**config.mk**
```make
export PLATFORM = sky130hd
export DESIGN_NAME = player_motion_fsm_flat
export DESIGN_NICKNAME = d
export VERILOG_FILES = /design/src/rtl/player_motion_fsm_if.sv /design/src/rtl/player_motion_fsm.sv /design/src/flat_wrapper.sv
export SDC_FILE = /design/constraint.sdc
export NUM_CORES = 1
export LEC_CHECK = 0
export ABC_AREA = 0
export BUFFER_PORTS_ARGS = -buffer_cell sky130_fd_sc_hd__buf_4
export CORE_UTILIZATION = 45
export DETAILED_ROUTE_END_ITERATION = 16
export GPL_ROUTABILITY_DRIVEN = 0
export RECOVER_POWER = 50
export SETUP_SLACK_MARGIN = 0.3
export SYNTH_ARGS = -nofsm -noshare
export SYNTH_HDL_FRONTEND = slang
export SYNTH_SLANG_ARGS = --single-unit
```
**constraint.sdc**
```tcl
create_clock -name clk -period 4.8 [get_ports clk]
set_input_delay 0 -clock clk [delete_from_list [all_inputs] [get_ports clk]]
set_output_delay 0 -clock clk [all_outputs]
set_load 0.1 [all_outputs]
```
**src/rtl/player_motion_fsm_if.sv**
```systemverilog
// Player motion controller signal bundle: frame strobe, keys and contacts in,
// sprite position and motion status out.
interface player_motion_fsm_if #(
  parameter int ROPES = 6
);
  logic                   startOfFrame;
  logic                   leftPressed;
  logic                   rightPressed;
  logic                   upPressed;
  logic                   downPressed;
  logic                   onBlock;
  logic [3:0]             HitEdgeCode;
  logic                   collision;
  logic [ROPES-1:0]       ropeCollisions;
  logic [2*ROPES-1:0]     electroStatus;
  logic signed [15:0]     addedSpeed;
  logic signed [10:0]     topLeftX;
  logic signed [10:0]     topLeftY;
  logic [1:0]             motionState;
  logic [7:0]             stunCount;

  modport master (
    output startOfFrame, leftPressed, rightPressed, upPressed, downPressed,
    output onBlock, HitEdgeCode, collision, ropeCollisions, electroStatus, addedSpeed,
    input  topLeftX, topLeftY, motionState, stunCount
  );

  modport slave (
    input  startOfFrame, leftPressed, rightPressed, upPressed, downPressed,
    input  onBlock, HitEdgeCode, collision, ropeCollisions, electroStatus, addedSpeed,
    output topLeftX, topLeftY, motionState, stunCount
  );
endinterface

```
**src/rtl/player_motion_fsm.sv**
```systemverilog
// Player sprite motion controller: GROUND/AIR/CLIMB/STUN FSM with fixed-point X/Y
// integration, gravity, jumping, rope climbing/drift and electrified-rope stun.
module player_motion_fsm #(
  parameter int ROPES       = 6,
  parameter int FP_SHIFT    = 6,
  parameter int INITIAL_X   = 280,
  parameter int INITIAL_Y   = 185,
  parameter int WALK_SPEED  = 200,
  parameter int CLIMB_SPEED = 100,
  parameter int JUMP_SPEED  = 300,
  parameter int GRAVITY     = 10,
  parameter int MAX_FALL    = 230,
  parameter int X_MIN       = -9,
  parameter int X_MAX       = 570,
  parameter int Y_MAX       = 420,
  parameter int STUN_FRAMES = 150
) (
  input logic                clk,
  input logic                resetN,
  player_motion_fsm_if.slave bus
);
  typedef enum logic [1:0] {GROUND = 2'd0, AIR = 2'd1, CLIMB = 2'd2, STUN = 2'd3} state_t;

  localparam int                 FP_ONE    = 1 << FP_SHIFT;
  localparam logic signed [31:0] X_MIN_FP  = X_MIN * FP_ONE;
  localparam logic signed [31:0] X_MAX_FP  = X_MAX * FP_ONE;
  localparam logic signed [31:0] Y_MAX_FP  = Y_MAX * FP_ONE;
  localparam logic signed [31:0] INIT_X_FP = INITIAL_X * FP_ONE;
  localparam logic signed [31:0] INIT_Y_FP = INITIAL_Y * FP_ONE;
  localparam logic signed [31:0] WALK_V    = WALK_SPEED;
  localparam logic signed [31:0] CLIMB_V   = CLIMB_SPEED;
  localparam logic signed [31:0] JUMP_V    = JUMP_SPEED;
  localparam logic signed [31:0] GRAV_V    = GRAVITY;
  localparam logic signed [31:0] FALL_V    = MAX_FALL;
  localparam logic [7:0]         STUN_INIT = 8'(STUN_FRAMES - 1);

  state_t             state;
  logic signed [31:0] x_fp, y_fp, xspeed, yspeed;
  logic [7:0]         stun_cnt;
  logic               hazard;

  logic               footing, on_rope, live_hit, hazard_now, floor_hit, land;
  logic [ROPES-1:0]   live;
  logic signed [31:0] x_px, x_sum, x_next, y_sum, y_grav, y_fall;
  logic signed [31:0] drift, walk_speed, climb_speed;
  logic               unused_edges;

  assign footing      = bus.onBlock & bus.HitEdgeCode[0];
  assign on_rope      = |bus.ropeCollisions;
  assign unused_edges = bus.HitEdgeCode[1] ^ bus.HitEdgeCode[3];

  always_comb begin
    live = '0;
    for (int i = 0; i < ROPES; i++) begin
      live[i] = bus.ropeCollisions[i] && (bus.electroStatus[2*i +: 2] == 2'b10);
    end
  end

  // A live rope touched at any time during the frame counts, even if released before SOF
  assign live_hit   = |live;
  assign hazard_now = hazard | live_hit;

  assign drift     = 32'(bus.addedSpeed);
  assign x_px      = x_fp >>> FP_SHIFT;
  assign x_sum     = x_fp + xspeed;
  assign x_next    = (x_sum < X_MIN_FP) ? X_MIN_FP : (x_sum > X_MAX_FP) ? X_MAX_FP : x_sum;
  assign y_sum     = y_fp + yspeed;
  assign floor_hit = y_sum > Y_MAX_FP;
  assign y_grav    = yspeed + GRAV_V;
  assign y_fall    = (y_grav > FALL_V) ? FALL_V : y_grav;
  assign land      = footing && !yspeed[31];

  always_comb begin
    walk_speed = drift;
    if (bus.rightPressed && !bus.leftPressed && (x_px < X_MAX)) begin
      walk_speed = WALK_V;
    end else if (bus.leftPressed && !bus.rightPressed && (x_px > X_MIN)) begin
      walk_speed = -WALK_V;
    end
  end

  always_comb begin
    climb_speed = '0;
    if (bus.upPressed && !bus.downPressed) begin
      climb_speed = -CLIMB_V;
    end else if (bus.downPressed && !bus.upPressed) begin
      climb_speed = CLIMB_V;
    end
  end

  always_ff @(posedge clk or negedge resetN) begin
    if (!resetN) begin
      state    <= AIR;
      x_fp     <= INIT_X_FP;
      y_fp     <= INIT_Y_FP;
      xspeed   <= '0;
      yspeed   <= '0;
      stun_cnt <= '0;
      hazard   <= 1'b0;
    end else begin
      if (bus.startOfFrame) begin
        hazard <= 1'b0;
      end else if (live_hit) begin
        hazard <= 1'b1;
      end

      if (bus.startOfFrame) begin
        y_fp <= floor_hit ? Y_MAX_FP : y_sum;
        if (state == STUN) begin
          // X stays frozen; Y keeps falling until something catches the sprite
          yspeed <= (floor_hit || land) ? '0 : y_fall;
          if (stun_cnt == 8'd0) begin
            state <= (footing || floor_hit) ? GROUND : AIR;
          end else begin
            stun_cnt <= stun_cnt - 8'd1;
          end
        end else begin
          x_fp <= x_next;
          if (hazard_now) begin
            state    <= STUN;
            xspeed   <= '0;
            yspeed   <= '0;
            stun_cnt <= STUN_INIT;
          end else if (floor_hit) begin
            xspeed <= walk_speed;
            state  <= GROUND;
            yspeed <= '0;
          end else begin
            xspeed <= walk_speed;
            case (state)
              GROUND: begin
                yspeed <= '0;
                if (on_rope && (bus.upPressed || bus.downPressed)) begin
                  state <= CLIMB;
                end else if (bus.upPressed) begin
                  state  <= AIR;
                  yspeed <= -JUMP_V;
                end else if (!footing) begin
                  state <= AIR;
                end
              end
              AIR: begin
                if (on_rope) begin
                  state  <= CLIMB;
                  yspeed <= '0;
                end else if (land) begin
                  state  <= GROUND;
                  yspeed <= '0;
                end else if (bus.collision && bus.HitEdgeCode[2] && yspeed[31]) begin
                  yspeed <= '0;
                end else begin
                  yspeed <= y_fall;
                end
              end
              CLIMB: begin
                if (!on_rope) begin
                  state  <= AIR;
                  yspeed <= '0;
                end else begin
                  yspeed <= climb_speed;
                end
              end
              default: ;
            endcase
          end
        end
      end
    end
  end

  assign bus.topLeftX    = 11'(x_px);
  assign bus.topLeftY    = 11'(y_fp >>> FP_SHIFT);
  assign bus.motionState = state;
  assign bus.stunCount   = stun_cnt;
endmodule
```
**src/flat_wrapper.sv**
```systemverilog
// flat-port wrapper written by rule: the top's interface ports become plain ports
module player_motion_fsm_flat 
#(
  parameter int ROPES       = 6,
  parameter int FP_SHIFT    = 6,
  parameter int INITIAL_X   = 280,
  parameter int INITIAL_Y   = 185,
  parameter int WALK_SPEED  = 200,
  parameter int CLIMB_SPEED = 100,
  parameter int JUMP_SPEED  = 300,
  parameter int GRAVITY     = 10,
  parameter int MAX_FALL    = 230,
  parameter int X_MIN       = -9,
  parameter int X_MAX       = 570,
  parameter int Y_MAX       = 420,
  parameter int STUN_FRAMES = 150
)
  (clk, resetN, bus_startOfFrame, bus_leftPressed, bus_rightPressed, bus_upPressed, bus_downPressed, bus_onBlock, bus_HitEdgeCode, bus_collision, bus_ropeCollisions, bus_electroStatus, bus_addedSpeed, bus_topLeftX, bus_topLeftY, bus_motionState, bus_stunCount);
  player_motion_fsm_if #(.ROPES(ROPES)) bus_i ();
  input logic clk;
  input logic resetN;
  input wire logic [$bits(bus_i.startOfFrame)-1:0] bus_startOfFrame;
  input wire logic [$bits(bus_i.leftPressed)-1:0] bus_leftPressed;
  input wire logic [$bits(bus_i.rightPressed)-1:0] bus_rightPressed;
  input wire logic [$bits(bus_i.upPressed)-1:0] bus_upPressed;
  input wire logic [$bits(bus_i.downPressed)-1:0] bus_downPressed;
  input wire logic [$bits(bus_i.onBlock)-1:0] bus_onBlock;
  input wire logic [$bits(bus_i.HitEdgeCode)-1:0] bus_HitEdgeCode;
  input wire logic [$bits(bus_i.collision)-1:0] bus_collision;
  input wire logic [$bits(bus_i.ropeCollisions)-1:0] bus_ropeCollisions;
  input wire logic [$bits(bus_i.electroStatus)-1:0] bus_electroStatus;
  input wire logic [$bits(bus_i.addedSpeed)-1:0] bus_addedSpeed;
  output wire logic [$bits(bus_i.topLeftX)-1:0] bus_topLeftX;
  output wire logic [$bits(bus_i.topLeftY)-1:0] bus_topLeftY;
  output wire logic [$bits(bus_i.motionState)-1:0] bus_motionState;
  output wire logic [$bits(bus_i.stunCount)-1:0] bus_stunCount;
  assign bus_i.startOfFrame = bus_startOfFrame;
  assign bus_i.leftPressed = bus_leftPressed;
  assign bus_i.rightPressed = bus_rightPressed;
  assign bus_i.upPressed = bus_upPressed;
  assign bus_i.downPressed = bus_downPressed;
  assign bus_i.onBlock = bus_onBlock;
  assign bus_i.HitEdgeCode = bus_HitEdgeCode;
  assign bus_i.collision = bus_collision;
  assign bus_i.ropeCollisions = bus_ropeCollisions;
  assign bus_i.electroStatus = bus_electroStatus;
  assign bus_i.addedSpeed = bus_addedSpeed;
  assign bus_topLeftX = bus_i.topLeftX;
  assign bus_topLeftY = bus_i.topLeftY;
  assign bus_motionState = bus_i.motionState;
  assign bus_stunCount = bus_i.stunCount;
  player_motion_fsm #(.ROPES(ROPES), .FP_SHIFT(FP_SHIFT), .INITIAL_X(INITIAL_X), .INITIAL_Y(INITIAL_Y), .WALK_SPEED(WALK_SPEED), .CLIMB_SPEED(CLIMB_SPEED), .JUMP_SPEED(JUMP_SPEED), .GRAVITY(GRAVITY), .MAX_FALL(MAX_FALL), .X_MIN(X_MIN), .X_MAX(X_MAX), .Y_MAX(Y_MAX), .STUN_FRAMES(STUN_FRAMES)) u_core (.clk(clk), .resetN(resetN), .bus(bus_i));
endmodule
```
# After elaboration in Yosys (flattened, before gate mapping)
# Index checks and enable logic that the tools add are counted.
# word_totals
ff_bits,139
out_inout_bits,32
word_cells,106
# op_classes
add_sub_neg,4
order_cmp,6
eq_ne,14
n_mux,37
n_bitwise,3
reduce_logical,35
# ops
op,count
$mux 32,18
$pmux 32 s3,1
$add 32x32->32,2
$add 32x5->32 const B,1
$gt 32x16->1 const B,1
$gt 32x17->1 const B,1
$gt 32x9->1 const B,1
$lt 32x11->1 const B,1
$gt 26x5->1 const B,1
$lt 26x11->1 const B,1
$mux 8,3
$mux 2,10
$eq 2x2->1 const B,8
$logic_and 1x1->1,16
$reduce_or 6->1,2
$logic_not 8->1,1
$sub 8x1->8 const B,1
$mux 7,1
$ne 7x7->1 const B,1
$ne 6x1->1 const B,1
$pmux 2 s3,1
$reduce_and 6->1,1
$reduce_bool 6->1,1
$logic_not 1->1,5
12 further kinds,19

# Logic depth before layout (Yosys ltp)
# logic_depth
depth_word,10
ltp_mapped,15
depth_no_buf,14

# Worst setup path after synthesis
# Ideal clock, no wire load.
# synth_path
kind,register to register
startpoint,register u_core.xspeed[0]
endpoint,register u_core.x_fp[15]
arrival_ns,3.407
slack_ns,1.267
stages_incl_launch_ff,15
path_buffers,1
period_less_slack_ns,3.533
path_cell_list,dfrtp_1 > ha_1 > inv_1 > fa_1 > nand2b_1 > a21oi_1 > xor2_1 > or4b_1 > o41a_1 > o211a_1 > nor4_1 > nand3b_1 > o41a_1 > buf_2 > o32a_1
# synth_via
elab_chain_cells,4
elab_cells_between_ends,5
cone_classes,add/sub: 1; order compare: 2; mux: 2
# synth_rtl
element,line_no,text
"start, declared",player_motion_fsm.sv:38,"logic signed [31:0] x_fp, y_fp, xspeed, yspeed;"
"start signal, assigned",player_motion_fsm.sv:125,xspeed <= walk_speed;
"start signal, assigned",player_motion_fsm.sv:129,xspeed <= walk_speed;
$add 32x32->32 *,player_motion_fsm.sv:65,assign x_sum = x_fp + xspeed;
$gt 32x17->1,player_motion_fsm.sv:66,assign x_next = (x_sum < X_MIN_FP) ? X_MIN_FP : (x_sum > X_MAX_FP) ? X_MAX_FP : x_sum;
$mux 32,player_motion_fsm.sv:66,
$mux 32 *,player_motion_fsm.sv:66,
"end signal, assigned",player_motion_fsm.sv:118,x_fp <= x_next;
"end, declared",player_motion_fsm.sv:38,
# Mark *: on every way between the ends. The rest lies on a longest branch, timed or not.
# A chain may end at the register's enable or synchronous reset.

# Worst setup path after layout
# layout_path
startpoint,register u_core.yspeed[0]
endpoint,register u_core.yspeed[22]
# layout_via
elab_chain_cells,10
elab_cells_between_ends,16
cone_classes,add/sub: 2; order compare: 2; mux: 9; reduce/logical: 3
# layout_rtl
element,line_no,text
"start, declared",player_motion_fsm.sv:38,
"start signal, assigned",player_motion_fsm.sv:111,yspeed <= (floor_hit || land) ? '0 : y_fall;
"start signal, assigned",player_motion_fsm.sv:137,yspeed <= -JUMP_V;
"start signal, assigned",player_motion_fsm.sv:152,yspeed <= y_fall;
$add 32x5->32,player_motion_fsm.sv:69,assign y_grav = yspeed + GRAV_V;
$gt 32x9->1,player_motion_fsm.sv:70,assign y_fall = (y_grav > FALL_V) ? FALL_V : y_grav;
$mux 32,player_motion_fsm.sv:70,
$mux 32,player_motion_fsm.sv:149,end else if (bus.collision && bus.HitEdgeCode[2] && yspeed[31]) begin
$mux 32,player_motion_fsm.sv:146,end else if (land) begin
$mux 32,player_motion_fsm.sv:143,if (on_rope) begin
$pmux 32 s3,player_motion_fsm.sv:130,case (state)
$mux 32,player_motion_fsm.sv:124,end else if (floor_hit) begin
$mux 32,player_motion_fsm.sv:119,if (hazard_now) begin
$mux 32,player_motion_fsm.sv:109,if (state == STUN) begin
# Parallel ways exist; a longest one is shown, timed or not.

==> flow_metrics.env <==
export IMPL_worst_path_max_fanout=31
export IMPL_required_ns=5.17
export IMPL_htreeDepth=4
export IMPL_hold_path_class="input pin to flop"
export IMPL_drive_gt1_share_pct=10.1
export IMPL_clockRootBuffer="clkbuf_16"
export IMPL_grt_pass1_vias=10400
export IMPL_synth_edf_count=0
export IMPL_stdcell_area_mm2=0.0122
export IMPL_die_h_um=158
export IMPL_gr_total_overflow=0
export IMPL_p_per_area_mw_per_mm2=747
export IMPL_regToRegEndpoint="u_core.yspeed[22]$_DFFE_PN0P_"
export IMPL_io_pins=79
export IMPL_core_mm2=0.0237
export IMPL_critical_path_class="flop to flop"
export IMPL_reg2reg_slack_ns=0.49
export IMPL_clk_pin_slew_ns=0.07
export IMPL_wire_per_inst_um=19.8
export IMPL_seq_power_share_pct=20.7
export IMPL_relSlewSlack_pct=-150
export IMPL_ir_drop_mv=0.319
export IMPL_final_period_utilization_pct=89.8
export IMPL_max_stage_delay_ns=0.49
export IMPL_drc_errors=0
export IMPL_violations="max-capacitance violations, max-slew violations"
export IMPL_power_switching_mw=4.96
export IMPL_cp_num_buf_inv=1
export IMPL_maxCapViolCount=1
export IMPL_worst_slack_ns=0.491
export IMPL_track_usage_pct=28.3
export IMPL_dieWidth_um=158
export IMPL_slowest_stage="a2111oi_0"
export IMPL_min_path_cells=4
export IMPL_syn_area_per_cell_um2=8.12
export IMPL_antenna_found_initial=0
export IMPL_hold_viol_final=0
export IMPL_diodes=0
export IMPL_setup_tns_ns=0
export IMPL_place_area_mm2=0.0116
export IMPL_via_per_inst=6.29
export IMPL_die_area_mm2=0.0250
export IMPL_leakage_nw=5.15
export IMPL_drv_slew=77
export IMPL_rsz0062_at_grt="false"
export IMPL_synth_cells=1353
export IMPL_ys_warn_count=0
export IMPL_ctsResizeCount=0
export IMPL_grt_pass1_wl_um=55000
export IMPL_clock_skew_final_ns=0.0204
export IMPL_clkPwrFrac_pct=14.8
export IMPL_dp_hpwl_um=25200
export IMPL_synth_fp_nets=1475
export IMPL_p_comb_share_pct=64.5
export IMPL_reg2regPathDepth=13
export IMPL_timing_fmax_mhz=232
export IMPL_fin_hold_ws_ns=0.0490
export IMPL_num_rows=56
export IMPL_path_cells="ha_1, fa_1, and3_1, or3_1, a221o_1, a2111oi_0, o2111ai_1, a221oi_2, nand4_2, and2_4, nor2_2, buf_4, a22o_1"
export IMPL_grt_max_degree=77
export IMPL_cts_buffers=17
export IMPL_cts_tree="yes"
export IMPL_power_share_switching_pct=54.3
export IMPL_clockBufferDepth=2
export IMPL_drt_wl_total_um=34100
export IMPL_cp_top_family="compound AO/OA/AOI/OAI gates"
export IMPL_worst_slew_pin_slew_ns=3.75
export IMPL_cp_startpoint="u_core.yspeed[0]$_DFFE_PN0P_"
export IMPL_initial_core_util_pct=46.4
export IMPL_synth_cell_types=94
export IMPL_startpoint_type="flop"
export IMPL_insertion_delay_ns=0.44
export IMPL_cts_sinks=123
export IMPL_synthArstFlopShare_pct=100
export IMPL_first_pass_iters=5
export IMPL_worst_hold_path_endpoint="u_core.xspeed[6]$_DFFE_PN0P_"
export IMPL_io_buffer_count=76
export IMPL_num_vias=10800
export IMPL_ant_nets=0
export IMPL_drt_iter0_drc=713
export IMPL_end_kind="flop"
export IMPL_ys_flop_type="dfrtp_1"
export IMPL_status="finished with violations"
export IMPL_yosysSeqAreaShare_pct=28.1
export IMPL_netlist_area_mm2=0.0110
export IMPL_hp_start="bus_leftPressed"
export IMPL_fin_util_pct=51.7
export IMPL_setup_viol_count_final=0
export IMPL_cp_arrival_ns=4.68
export IMPL_area_growth_pct=11.5
export IMPL_reg2reg_from="u_core.yspeed[0]$_DFFE_PN0P_"
export IMPL_post_place_ws_ns=0.527
export IMPL_p_int_mw=4.18
export IMPL_ys_ff_latch=123
export IMPL_period_needed_ns=4.31
export IMPL_nets=1511
==> area by class of cell <==
type	instances	area [µm²]
Timing Repair Buffer	109	739
Clock inverter	14	159
Clock buffer	18	439
Multi-Input combinational cell	1098	7270
Tap cell	319	399
Sequential cell	123	3090
Inverter	40	150
Fill cell	2367	11400
==> cells in the mapped netlist (all sizes together) (11+ instances only) <==
| cell | number | share of area [%] |
|---|---|---|
| and2 | 11 | 0.65 |
| clkbuf | 37 | 1.3 |
| o211ai | 12 | 0.82 |
| o21a | 11 | 0.75 |
| a21oi | 93 | 4.5 |
| a31oi | 16 | 0.91 |
| or3 | 15 | 0.85 |
| nand4 | 36 | 2.1 |
| buf | 55 | 3.1 |
| dfrtp | 114 | 26 |
| o2bb2ai | 24 | 1.9 |
| and3 | 16 | 0.91 |
| o31ai | 24 | 1.7 |
| nor2b | 13 | 0.74 |
| nor3 | 40 | 1.9 |
| ha | 73 | 8.3 |
| a211oi | 17 | 1.3 |
| nor2 | 121 | 4.3 |
| nand3 | 45 | 2.1 |
| xnor2 | 25 | 2.0 |
| nand2 | 153 | 5.2 |
| xor2 | 31 | 2.5 |
| a21o | 29 | 2.0 |
| a22o | 38 | 3.0 |
| nor4 | 14 | 0.93 |
| inv | 39 | 1.3 |
| o21ai | 84 | 3.9 |
==> power groups by stage <==
stage	Combinational, mW	Sequential, mW	Clock [mW]
floorplan	4.51	1.87	0
global placement	5.85	1.90	0
detailed placement	5.88	1.90	0
CTS	5.92	1.89	1.36
global route	6.46	1.93	1.41
finish	5.90	1.89	1.35
==> worst min-delay path, cell delays in order <==
cell and delay [ns]:
buf_4 0.08, nor3b_1 0.12, a21oi_1 0.15, o21ai_0 0.08
==> placed cells by master (no fill, tap or decap), types with 15 or more instances in the layout <==
cell type,instances
nor3_1,38
clkbuf_1,33
nand3_1,45
nand4_1,35
inv_1,39
o21ai_0,69
o2bb2ai_1,24
nand2_1,153
nor2_1,117
dfrtp_1,114
dlygate4sd3_1,17
ha_1,73
a211oi_1,15
a21o_1,29
xor2_1,31
clkbuf_16,17
and3_1,16
a31oi_1,15
a21oi_1,85
a22o_1,38
xnor2_1,25
buf_4,58
o31ai_1,23
or3_1,15
==> worst max path at each step <==
stage                                    endpoint  slack, ns  cells past startpoint
floorplan             u_core.x_fp[15]$_DFFE_PN0P_       1.27                     14
global placement    u_core.yspeed[28]$_DFFE_PN0P_       0.56                     13
detailed placement  u_core.yspeed[27]$_DFFE_PN0P_       0.53                     13
CTS                 u_core.yspeed[22]$_DFFE_PN0P_       0.51                     13
global route          u_core.y_fp[21]$_DFFE_PN0P_       0.28                      3
finish              u_core.yspeed[22]$_DFFE_PN0P_       0.49                     13
==> per-stage QoR <==
stage,cells,power [mW]
after floorplan,1353,6.38
after global placement,1672,7.75
after detailed placement,1672,7.78
after CTS,1721,9.17
after global routing,1721,9.80
final,1721,9.14
==> flip-flops by register name, indices dropped and copies added (netlist names) <==
register,count
u_core.xspeed,16
u_core.hazard,1
u_core.bus.stunCount,8
u_core.y_fp,32
u_core.bus.motionState,2
u_core.yspeed,32
u_core.x_fp,32
==> logic make-up after synthesis <==
group	synth area share [%]
fa+ha+maj	8.68
compound gates	29.7
xor+xnor	4.47
simple gates	22.7
mux	0.593
flops	28.1
buf+inv	5.78
==> per-layer routing <==
layer / GRT usage [%] / share of wire [%] / up-vias / routed length (µm)
li1: - / - / 5172 / -
met1: 35.6 / 44 / 5258 / 14900
met2: 48.6 / 48 / 333 / 16500
met3: 3.91 / 4.5 / 63 / 1520
met4: 11.3 / 3.4 / 0 / 1160
met5: 0 / 0 / - / 0
==> timing repair <==
action / 4_1_cts / 5_1_grt
hold buffers: 17 / 0
buffers inserted: 0 / 0
setup endpoints to repair: 0 / 0
endpoints found under the hold margin: 82 / 0
No activity file was read; power rests on OpenSTA's default activity.
